`src/rtl/alu_pkg.sv`:
```
// Shared types for the pipelined ALU: opcodes, flag bundle and FSM states.
// Imported by alu_pipe and alu_mul_seq.
package alu_pkg;

  typedef enum logic [3:0] {
    OP_ADD  = 4'd0,
    OP_SUB  = 4'd1,
    OP_AND  = 4'd2,
    OP_OR   = 4'd3,
    OP_XOR  = 4'd4,
    OP_NOR  = 4'd5,
    OP_NAND = 4'd6,
    OP_XNOR = 4'd7,
    OP_ADC  = 4'd8,
    OP_SBB  = 4'd9,
    OP_CMP  = 4'd10,
    OP_SHL  = 4'd11,
    OP_SHR  = 4'd12,
    OP_SRA  = 4'd13,
    OP_ROL  = 4'd14,
    OP_MUL  = 4'd15
  } alu_op_t;

  typedef struct packed {
    logic n;
    logic z;
    logic c;
    logic v;
  } alu_flags_t;

  typedef enum logic {
    ST_IDLE,
    ST_MUL_BUSY
  } alu_state_t;

endpackage

```
`src/rtl/alu_mul_seq.sv`:
```
// Sequential shift-add multiplier, one partial product per clock.
// done is high while product holds the finished value.
module alu_mul_seq
  import alu_pkg::*;
#(
  parameter int WIDTH = 8
) (
  input  logic               clk,
  input  logic               rst,
  input  logic               start,
  input  logic [WIDTH-1:0]   a,
  input  logic [WIDTH-1:0]   b,
  output logic               done,
  output logic [2*WIDTH-1:0] product
);

  localparam int CW = $clog2(WIDTH + 1);

  logic [WIDTH-1:0]   r_mcand;
  logic [2*WIDTH-1:0] r_p;
  logic [CW-1:0]      r_cnt;

  logic [WIDTH-1:0]   w_addend;
  logic [WIDTH:0]     w_sum;
  logic [2*WIDTH-1:0] w_step;

  // Upper half accumulates, lower half shifts the multiplier out
  assign w_addend = r_p[0] ? r_mcand : '0;
  assign w_sum    = {1'b0, r_p[2*WIDTH-1:WIDTH]}
                  + {1'b0, w_addend};
  assign w_step   = {w_sum, r_p[WIDTH-1:1]};

  always_ff @(posedge clk or posedge rst) begin
    if (rst) begin
      r_mcand <= '0;
      r_p     <= '0;
      r_cnt   <= '0;
    end else if (start) begin
      r_mcand <= a;
      r_p     <= {{WIDTH{1'b0}}, b};
      r_cnt   <= CW'(WIDTH);
    end else if (r_cnt != '0) begin
      r_p     <= w_step;
      r_cnt   <= r_cnt - CW'(1);
    end
  end

  // Last step is forwarded so the result lands WIDTH cycles after start
  assign done    = (r_cnt <= CW'(1));
  assign product = (r_cnt == CW'(1)) ? w_step : r_p;

endmodule

```
`src/rtl/alu_pipe.sv`:
```
// Registered ALU with NZCV flags, persistent carry and a multi-cycle MUL.
// valid/ready on both sides; single-cycle ops run at full rate.
module alu_pipe
  import alu_pkg::*;
#(
  parameter int WIDTH = 8,
  parameter int SHW   = $clog2(WIDTH)
) (
  input  logic             clk,
  input  logic             rst,
  input  logic             in_valid,
  output logic             in_ready,
  input  logic [3:0]       op,
  input  logic [WIDTH-1:0] a,
  input  logic [WIDTH-1:0] b,
  output logic             out_valid,
  input  logic             out_ready,
  output logic [WIDTH-1:0] result,
  output logic [WIDTH-1:0] result_hi,
  output logic             flag_n,
  output logic             flag_z,
  output logic             flag_c,
  output logic             flag_v
);

  alu_state_t       r_state;
  logic             r_cy;
  logic             r_out_valid;
  logic [WIDTH-1:0] r_result;
  logic [WIDTH-1:0] r_result_hi;
  alu_flags_t       r_flags;

  alu_op_t          w_op;
  logic             w_out_free;
  logic             w_in_ready;
  logic             w_acc;
  logic             w_single_load;
  logic             w_mul_start;
  logic             w_mul_done;
  logic             w_mul_load;
  logic [2*WIDTH-1:0] w_prod;

  logic [SHW-1:0]   w_sh;
  logic             w_cin;
  logic [WIDTH:0]   w_add;
  logic [WIDTH:0]   w_sub;
  logic             w_add_v;
  logic             w_sub_v;
  logic [WIDTH:0]   w_shl;
  logic [WIDTH:0]   w_shr;
  logic signed [WIDTH:0] w_sra_in;
  logic [WIDTH:0]   w_sra;
  logic [WIDTH-1:0] w_rol;

  logic [WIDTH-1:0] w_res;
  logic [WIDTH-1:0] w_nz_src;
  logic             w_c;
  logic             w_v;
  alu_flags_t       w_flags;
  alu_flags_t       w_mul_flags;

  assign w_op = alu_op_t'(op);

  assign w_out_free    = !r_out_valid || out_ready;
  assign w_in_ready    = (r_state == ST_IDLE) && w_out_free;
  assign w_acc         = in_valid && w_in_ready;
  assign w_mul_start   = w_acc && (w_op == OP_MUL);
  assign w_single_load = w_acc && (w_op != OP_MUL);
  assign w_mul_load    = (r_state == ST_MUL_BUSY)
                      && w_mul_done && w_out_free;

  // Carry-in only participates for the chained forms
  assign w_cin = r_cy && ((w_op == OP_ADC) || (w_op == OP_SBB));

  assign w_add = {1'b0, a} + {1'b0, b}
               + {{WIDTH{1'b0}}, w_cin};
  assign w_sub = {1'b0, a} - {1'b0, b}
               - {{WIDTH{1'b0}}, w_cin};

  assign w_add_v = (a[WIDTH-1] == b[WIDTH-1])
                && (w_add[WIDTH-1] != a[WIDTH-1]);
  assign w_sub_v = (a[WIDTH-1] != b[WIDTH-1])
                && (w_sub[WIDTH-1] != a[WIDTH-1]);

  // Extra guard bit catches the last bit shifted out
  assign w_sh     = b[SHW-1:0];
  assign w_shl    = {1'b0, a} << w_sh;
  assign w_shr    = {a, 1'b0} >> w_sh;
  assign w_sra_in = {a, 1'b0};
  assign w_sra    = w_sra_in >>> w_sh;

  always_comb begin
    w_rol = '0;
    for (int i = 0; i < WIDTH; i++) begin
      w_rol[i] = a[SHW'(i) - w_sh];
    end
  end

  always_comb begin
    w_res = '0;
    w_c   = 1'b0;
    w_v   = 1'b0;
    unique case (w_op)
      OP_ADD, OP_ADC: begin
        w_res = w_add[WIDTH-1:0];
        w_c   = w_add[WIDTH];
        w_v   = w_add_v;
      end
      OP_SUB, OP_SBB: begin
        w_res = w_sub[WIDTH-1:0];
        w_c   = w_sub[WIDTH];
        w_v   = w_sub_v;
      end
      OP_CMP: begin
        w_res = a;
        w_c   = w_sub[WIDTH];
        w_v   = w_sub_v;
      end
      OP_AND:  w_res = a & b;
      OP_OR:   w_res = a | b;
      OP_XOR:  w_res = a ^ b;
      OP_NOR:  w_res = ~(a | b);
      OP_NAND: w_res = ~(a & b);
      OP_XNOR: w_res = ~(a ^ b);
      OP_SHL: begin
        w_res = w_shl[WIDTH-1:0];
        w_c   = w_shl[WIDTH];
      end
      OP_SHR: begin
        w_res = w_shr[WIDTH:1];
        w_c   = w_shr[0];
      end
      OP_SRA: begin
        w_res = w_sra[WIDTH:1];
        w_c   = w_sra[0];
      end
      OP_ROL: begin
        w_res = w_rol;
        w_c   = (w_sh != '0) && w_rol[0];
      end
      OP_MUL: w_res = '0;
      default: w_res = '0;
    endcase
  end

  // CMP reports N/Z of the difference while passing A through
  assign w_nz_src  = (w_op == OP_CMP) ? w_sub[WIDTH-1:0] : w_res;
  assign w_flags.n = w_nz_src[WIDTH-1];
  assign w_flags.z = (w_nz_src == '0);
  assign w_flags.c = w_c;
  assign w_flags.v = w_v;

  assign w_mul_flags.n = w_prod[WIDTH-1];
  assign w_mul_flags.z = (w_prod == '0);
  assign w_mul_flags.c = |w_prod[2*WIDTH-1:WIDTH];
  assign w_mul_flags.v = |w_prod[2*WIDTH-1:WIDTH];

  alu_mul_seq #(
    .WIDTH (WIDTH)
  ) u_mul (
    .clk     (clk),
    .rst     (rst),
    .start   (w_mul_start),
    .a       (a),
    .b       (b),
    .done    (w_mul_done),
    .product (w_prod)
  );

  always_ff @(posedge clk or posedge rst) begin
    if (rst) begin
      r_state     <= ST_IDLE;
      r_cy        <= 1'b0;
      r_out_valid <= 1'b0;
      r_result    <= '0;
      r_result_hi <= '0;
      r_flags     <= '0;
    end else begin
      unique case (r_state)
        ST_IDLE:
          if (w_mul_start) r_state <= ST_MUL_BUSY;
        ST_MUL_BUSY:
          if (w_mul_load) r_state <= ST_IDLE;
        default: r_state <= ST_IDLE;
      endcase
      if (w_single_load) begin
        r_result    <= w_res;
        r_result_hi <= '0;
        r_flags     <= w_flags;
        r_cy        <= w_flags.c;
        r_out_valid <= 1'b1;
      end else if (w_mul_load) begin
        r_result    <= w_prod[WIDTH-1:0];
        r_result_hi <= w_prod[2*WIDTH-1:WIDTH];
        r_flags     <= w_mul_flags;
        r_cy        <= w_mul_flags.c;
        r_out_valid <= 1'b1;
      end else if (out_ready) begin
        r_out_valid <= 1'b0;
      end
    end
  end

  assign in_ready  = w_in_ready;
  assign out_valid = r_out_valid;
  assign result    = r_result;
  assign result_hi = r_result_hi;
  assign flag_n    = r_flags.n;
  assign flag_z    = r_flags.z;
  assign flag_c    = r_flags.c;
  assign flag_v    = r_flags.v;

endmodule

```
`config.mk`:
```
export PLATFORM = sky130hd
export DESIGN_NAME = alu_pipe
export DESIGN_NICKNAME = d
export VERILOG_FILES = /design/src/rtl/alu_pkg.sv /design/src/rtl/alu_mul_seq.sv /design/src/rtl/alu_pipe.sv
export SDC_FILE = /design/constraint.sdc
export NUM_CORES = 1
export LEC_CHECK = 0
export CAP_MARGIN = 20
export CELL_PAD_IN_SITES_DETAIL_PLACEMENT = 0
export CELL_PAD_IN_SITES_GLOBAL_PLACEMENT = 1
export CORE_UTILIZATION = 46
export DETAILED_ROUTE_END_ITERATION = 16
export PLACE_DENSITY_LB_ADDON = 0.1
export SETUP_SLACK_MARGIN = 0.1
export SLEW_MARGIN = 30
export SYNTH_ARGS = -nofsm -noshare
export SYNTH_HDL_FRONTEND = slang
export SYNTH_HIERARCHICAL = 1
export SYNTH_SLANG_ARGS = --single-unit
```
`constraint.sdc`:
```
create_clock -name clk -period 3.6 [get_ports clk]
set_input_delay 0.72 -clock clk [delete_from_list [all_inputs] [get_ports clk]]
set_output_delay 0.72 -clock clk [all_outputs]
set_load 0.01 [all_outputs]
```
# After elaboration in Yosys (flattened, before gate mapping)
# Cells that the tools add are included.
[word_totals]
register_bits = 51
latch_bits = 0
ram_bits = 0
mem_bits_ro = 0
output_inout_bits = 22
mem_count = 0
[classes]
n_addsub = 14
n_mul = 0
n_div = 0
order_cmp = 9
n_eq_ne = 21
n_shift = 3
muxes = 40
bitwise = 7
reduce_logical = 25
[op_table]
columns = ["cell", "count"]
rows = [
  ["8-bit case mux with 14 select lines", 1],
  ["16-bit 2-to-1 mux", 3],
  ["8-bit 2-to-1 mux", 6],
  ["4-bit equality test, second input constant", 8],
  ["3-bit by 4-bit less-than comparator with 1-bit output, second input constant", 8],
  ["1-bit binary-select mux with 3-bit select", 8],
  ["8-bit NOT", 3],
  ["8-bit by 8-bit adder with 9-bit output", 2],
  ["4-bit by 3-bit equality test with 1-bit output, second input constant", 4],
  ["16-bit zero test", 1],
  ["4-bit 2-to-1 mux", 4],
  ["1-bit 2-to-1 mux", 15],
  ["3-bit subtractor, first input constant", 4],
  ["1-bit logical AND", 10],
  ["9-bit by 1-bit adder with 9-bit output", 1],
  ["8-bit by 3-bit left shift with 9-bit output", 1],
  ["9-bit by 3-bit right shift with 9-bit output", 1],
  ["9-bit by 3-bit >>> shifter with 9-bit output", 1],
  ["8-bit by 8-bit subtractor with 9-bit output", 1],
  ["9-bit by 1-bit subtractor with 9-bit output", 1],
  ["8-bit bitwise AND", 1],
  ["4-bit by 1-bit equality test with 1-bit output, second input constant", 2],
  ["4-bit by 2-bit equality test with 1-bit output, second input constant", 2],
  ["8-bit zero test", 1],
  ["other kinds (21)", 30],
]

# Longest topological paths before layout
[depth]
ltp_word = 8
mapped_depth = 14
ltp_nobuf = 13

# Hierarchy
# Netlist, hierarchy kept.
[modules_own_cells]
columns = ["mod", "instances", "cells_per_inst", "area_each_um2", "seq_area_each_um2"]
rows = [
  ["alu_pipe", 1, 499, 4026.4, 550.5],
  ["alu_mul_seq", 1, 193, 1864.3, 700.7],
]

# Least setup slack after synthesis
# OpenSTA, ideal clock, no wires.
[synth_path]
path_type = "input to register"
from = "input port op[1]"
to = "register r_flags, in the netlist flag_n"
setup_time_ps = 118
arrival_time_ps = 3389
required_time_ps = 3482
setup_slack_ps = 93
path_stages = 13
path_buffers = 2
path_cell_list = "buf_2 -> clkbuf_1 -> nand3b_1 -> inv_1 -> fa_1 -> inv_1 -> ha_1 -> o21ai_0 -> a211oi_2 -> a311oi_1 -> o221a_2 -> nand2_1 -> a21o_1"
[synth_via]
elab_chain_len = 7
word_cells_on_any_way = 28
classes_between = "2 x add/sub; 16 x eq/ne; 3 x mux; 7 x reduce/logical"
[synth_lines]
columns = ["element", "line", "source"]
rows = [
  ["start, declared", "alu_pipe.sv:13", "input logic [3:0] op,"],
  ["4-bit equality test", "alu_pipe.sv:73, alu_pipe.sv:103", ""],
  ["1-bit logical OR", "alu_pipe.sv:73", "assign w_cin = r_cy && ((w_op == OP_ADC) || (w_op == OP_SBB));"],
  ["1-bit logical AND", "alu_pipe.sv:73", ""],
  ["9-bit by 1-bit subtractor with 9-bit output / 9-bit by 1-bit adder with 9-bit output (equally long branches)", "alu_pipe.sv:78, alu_pipe.sv:76", ""],
  ["8-bit case mux with 14 select lines", "alu_pipe.sv:103", "unique case (w_op)"],
  ["8-bit 2-to-1 mux", "alu_pipe.sv:147", "assign w_nz_src = (w_op == OP_CMP) ? w_sub[WIDTH-1:0] : w_res;"],
  ["4-bit 2-to-1 mux", "alu_pipe.sv:186", "if (w_single_load) begin"],
  ["end signal, assigned", "alu_pipe.sv:189", "r_flags <= w_flags;"],
  ["end signal, assigned", "alu_pipe.sv:195", "r_flags <= w_mul_flags;"],
  ["end, declared", "alu_pipe.sv:31", "alu_flags_t r_flags;"],
]
# Parallel ways exist; a longest one is shown, timed or not.
# A chain may end at the register's enable or synchronous reset.

# Worst setup path after layout
[layout_path]
from = "register u_mul.r_p[0]"
to = "register r_flags, in the netlist flag_z"
[layout_via]
elab_chain_len = 6
[layout_lines]
columns = ["element", "line", "source"]
rows = [
  ["start, declared", "alu_mul_seq.sv:20", "logic [2*WIDTH-1:0] r_p;"],
  ["start signal, assigned", "alu_mul_seq.sv:40", "r_p <= {{WIDTH{1'b0}}, b};"],
  ["start signal, assigned", "alu_mul_seq.sv:43", "r_p <= w_step;"],
  ["8-bit 2-to-1 mux", "alu_mul_seq.sv:28", "assign w_addend = r_p[0] ? r_mcand : '0;"],
  ["8-bit by 8-bit adder with 9-bit output", "alu_mul_seq.sv:30", "+ {1'b0, w_addend};"],
  ["16-bit 2-to-1 mux", "alu_mul_seq.sv:50", "assign product = (r_cnt == CW'(1)) ? w_step : r_p;"],
  ["named net w_prod[14]", "alu_pipe.sv:41", "logic [2*WIDTH-1:0] w_prod;"],
  ["16-bit zero test", "alu_pipe.sv:154", "assign w_mul_flags.z = (w_prod == '0);"],
  ["4-bit 2-to-1 mux", "alu_pipe.sv:192", "end else if (w_mul_load) begin"],
  ["4-bit 2-to-1 mux", "alu_pipe.sv:186", ""],
]
# The timed path passes the listed nets, and every way through them passes these cells. The select of a mux whose other input is x is not followed.

==> summary.txt <==
STA
  • # setup viols final: 0
  • Worst Tran Pin Value: 0.798 ns
  • Minimum clock period: 3.37 ns
  • Max_slew headroom: 46.5%
  • Period utilisation layout: 93.5%
  • RSZ-0062 raised after global routing: true
  • Final Hold Fails: 0
  • Fmax: 297 MHz
  • Final Slew Violations: 0
  • Sum Neg Setup Slack: 0 ns
  • Clock Skew: 0.0100 ns

Clocking
  • H-tree depth: 2
  • Clock Tree Root: clkbuf_16
  • Worst-path clk slew: 0.07 ns
  • TritonCTS clock tree: done
  • CTS Buffer Depth: 2
  • CTS sink cnt: 50
  • Clk Latency, worst-skew pair: 0.29 ns
  • Setup Fix Bufs, Post-CTS: 0
  • CTS Buf Count: 5

Worst hold path
  • Worst Hold Class: flip-flop to flip-flop
  • Hold path startpoint: u_mul/r_mcand[2]

Global routing
  • GRT Overall Usage: 31.4%
  • Largest net degree at the start of global routing: 43
  • Initial antenna violation count: 0
  • First-pass GRT wire length: 31700 microns
  • Vias in the first global route: 5857
  • GRT overflow: 0

Floorplanning
  • Core Rows: 40
  • I/O pin cnt: 46
  • Core area: 0.0123 sq mm
  • Die H: 115 microns
  • Starting Density: 48.0%
  • Die Footprint: 0.0133 sq mm
  • Die W: 115 microns

Placement
  • PortBufs: 45
  • HPWL after DPL: 15100 microns
  • Post-Place Cells: 914
  • GP Congestion: 1.01

Status
  • Status: complete, no violations

Drt
  • DRT antenna net count: 0
  • DR pass1 iterations: 5
  • 1st-iter DRT viols: 387
  • DRC viols: 0
  • Drt wl/cell: 21.4 microns
  • Via density: 6.22
  • DRT Wirelength: 19700 microns
  • Vias: 5737

Critical path
  • FF-to-FF Start: u_mul/r_p[0]
  • Kind of critical path: flip-flop to flip-flop
  • Critical path arrival: 3.59 ns
  • Crit end category: flip-flop
  • CP required: 3.82 ns
  • Slowest cell delay on critical path: 0.60 ns
  • Slowest cell on crit path: or4_1
  • CP Launch Type: flip-flop
  • Crit path max fanout: 10
  • Crit path cell chain: and2_1 -> ha_1 -> a21oi_2 -> a211oi_1 -> or2_2 -> a221o_1 -> or4_1 -> nor2_4 -> nand3_1 -> a21oi_1 -> a31oi_1 -> o22ai_2
  • Critical Path Start: u_mul/r_p[0]

Cells and area
  • Diodes inserted: 0
  • Share of cells above drive strength 1: 18.3%
  • Filler cells: 1155
  • Syn-to-layout area delta: 19.8%
  • Commonest non-fill, non-tap cell in the layout: nand2_1
  • Total Nets Final: 828
  • Most frequent cells in the layout: 66 x nand2_1, 62 x buf_4, 49 x dfrtp_1, 45 x clkdlybuf4s50_1, 44 x ha_1
  • Final std cells w/o fill: 922

Power and ir drop
  • Peak VDD IR: 0.253 mV
  • Power per Cell Area: 530 mW/mm^2
  • Tot Pwr: 3.74 mW
  • P_leak: 3.01 nW

Logic synthesis
  • Distinct cells, synth: 81
  • Yosys warns: 6
  • Netlist Area Pre-Place: 0.00589 sq mm
  • Async set-reset flop share out of synthesis: 100%
  • Synthesized flop and latch total: 50
  • Register area share after synthesis: 21.2%
  • Synthesized area per cell: 8.51 sq um
  • Post-synth EDFFs: 0
  • Predominant post-synthesis flop cell: dfrtp_1
  • Post-Syn Instances: 692
  • Syn Nets: 767

Run
  • Max capacitance violation total: 0
==> layer usage <==
layer	share of wire [%]	track usage, %
met2	49	53.9
met3	4.9	3.43
met5	0	0
met1	41	38.0
met4	5.7	18.7
==> registers in the layout, indices dropped and copies added, names as in the netlist, 4 cells and up <==
name           cells
result_hi          8
u_mul/r_cnt        4
u_mul/r_p         16
result             8
u_mul/r_mcand      8
==> cell usage after synthesis (12+ instances only) <==
cell type  number  area, sq um
nand2b_1       12         75.1
buf_2          23          115
nor3_1         17         85.1
nor2b_1        12         75.1
clkbuf_1       21         78.8
dfrtp_1        50         1250
inv_1          34          128
nand3b_1       14          105
nor2_1         31          116
ha_1           46          576
o21ai_0        38          190
mux2i_1        26          260
nand2_1        66          248
nand3_1        18         90.1
a21oi_1        39          195
mux2_2         22          248
==> layout make-up <==
cell class	count	area [sq um]	area share, %
flip-flops and latches	50	1250	17.7
multi-input cells	553	4350	61.7
repair buffers	108	936	13.3
clock inverters	3	48.8	0.691
well taps	168	210	2.98
clock buffers	5	125	1.77
inverters	35	131	1.86
==> final timing paths <==
kind	endpoint	slack (ns)	depth (start not counted)
max reg2reg	flag_z	0.23	12
max in group asynchronous	result[3]	2.40	2
min reg2reg	u_mul/r_mcand[2]	0.50	1
max	flag_z	0.23	12
min in group asynchronous	result_hi[6]	0.82	2
min	u_mul/r_mcand[2]	0.50	1
==> kinds of logic after synthesis <==
kind of cell | share of synthesized area, %
flip-flops | 21.2
AND/OR/NAND/NOR | 21.8
buffers and inverters | 7.12
multiplexers | 13.9
XOR/XNOR | 2.68
adder cells (fa/ha/maj) | 11.5
AO/OA/AOI/OAI | 21.8
==> power by group <==
group          switching (mW)  total [mW]  internal [mW]
Sequential              0.194        1.01          0.820
Clock                   0.222       0.554          0.333
Combinational            1.15        2.17           1.02
==> worst max-delay path, delay by kind of cell, from the launching register on <==
kind | cells | cell delay [ns]
adder cells (fa/ha/maj) | 1 | 0.34
flip-flops | 1 | 0.45
AO/OA/AOI/OAI | 6 | 1.19
AND/OR/NAND/NOR | 5 | 1.33
==> metrics by stage <==
stage | area, sq um | worst slack, ns | hold slack (ns) | utilization, %
floorplan | 5900 | 0.185 | 0.472 | -
global placement | 6760 | -0.226 | 0.483 | 55.2
detailed placement | 6760 | -0.273 | 0.489 | 55.2
CTS | 6950 | 0.0734 | 0.504 | 56.7
global route | 7060 | 0.0833 | 0.512 | 57.6
finish | 7060 | 0.234 | 0.498 | 57.6
==> timing repair <==
item                                    in CTS  in global routing
endpoints found under the setup margin       6                 11
pin swaps                                    0                  8
hold buffers                                 0                  0
resized for setup                            4                 25
endpoints found under the hold margin        0                  0
Note: power is estimated with default switching activity, not from simulation.
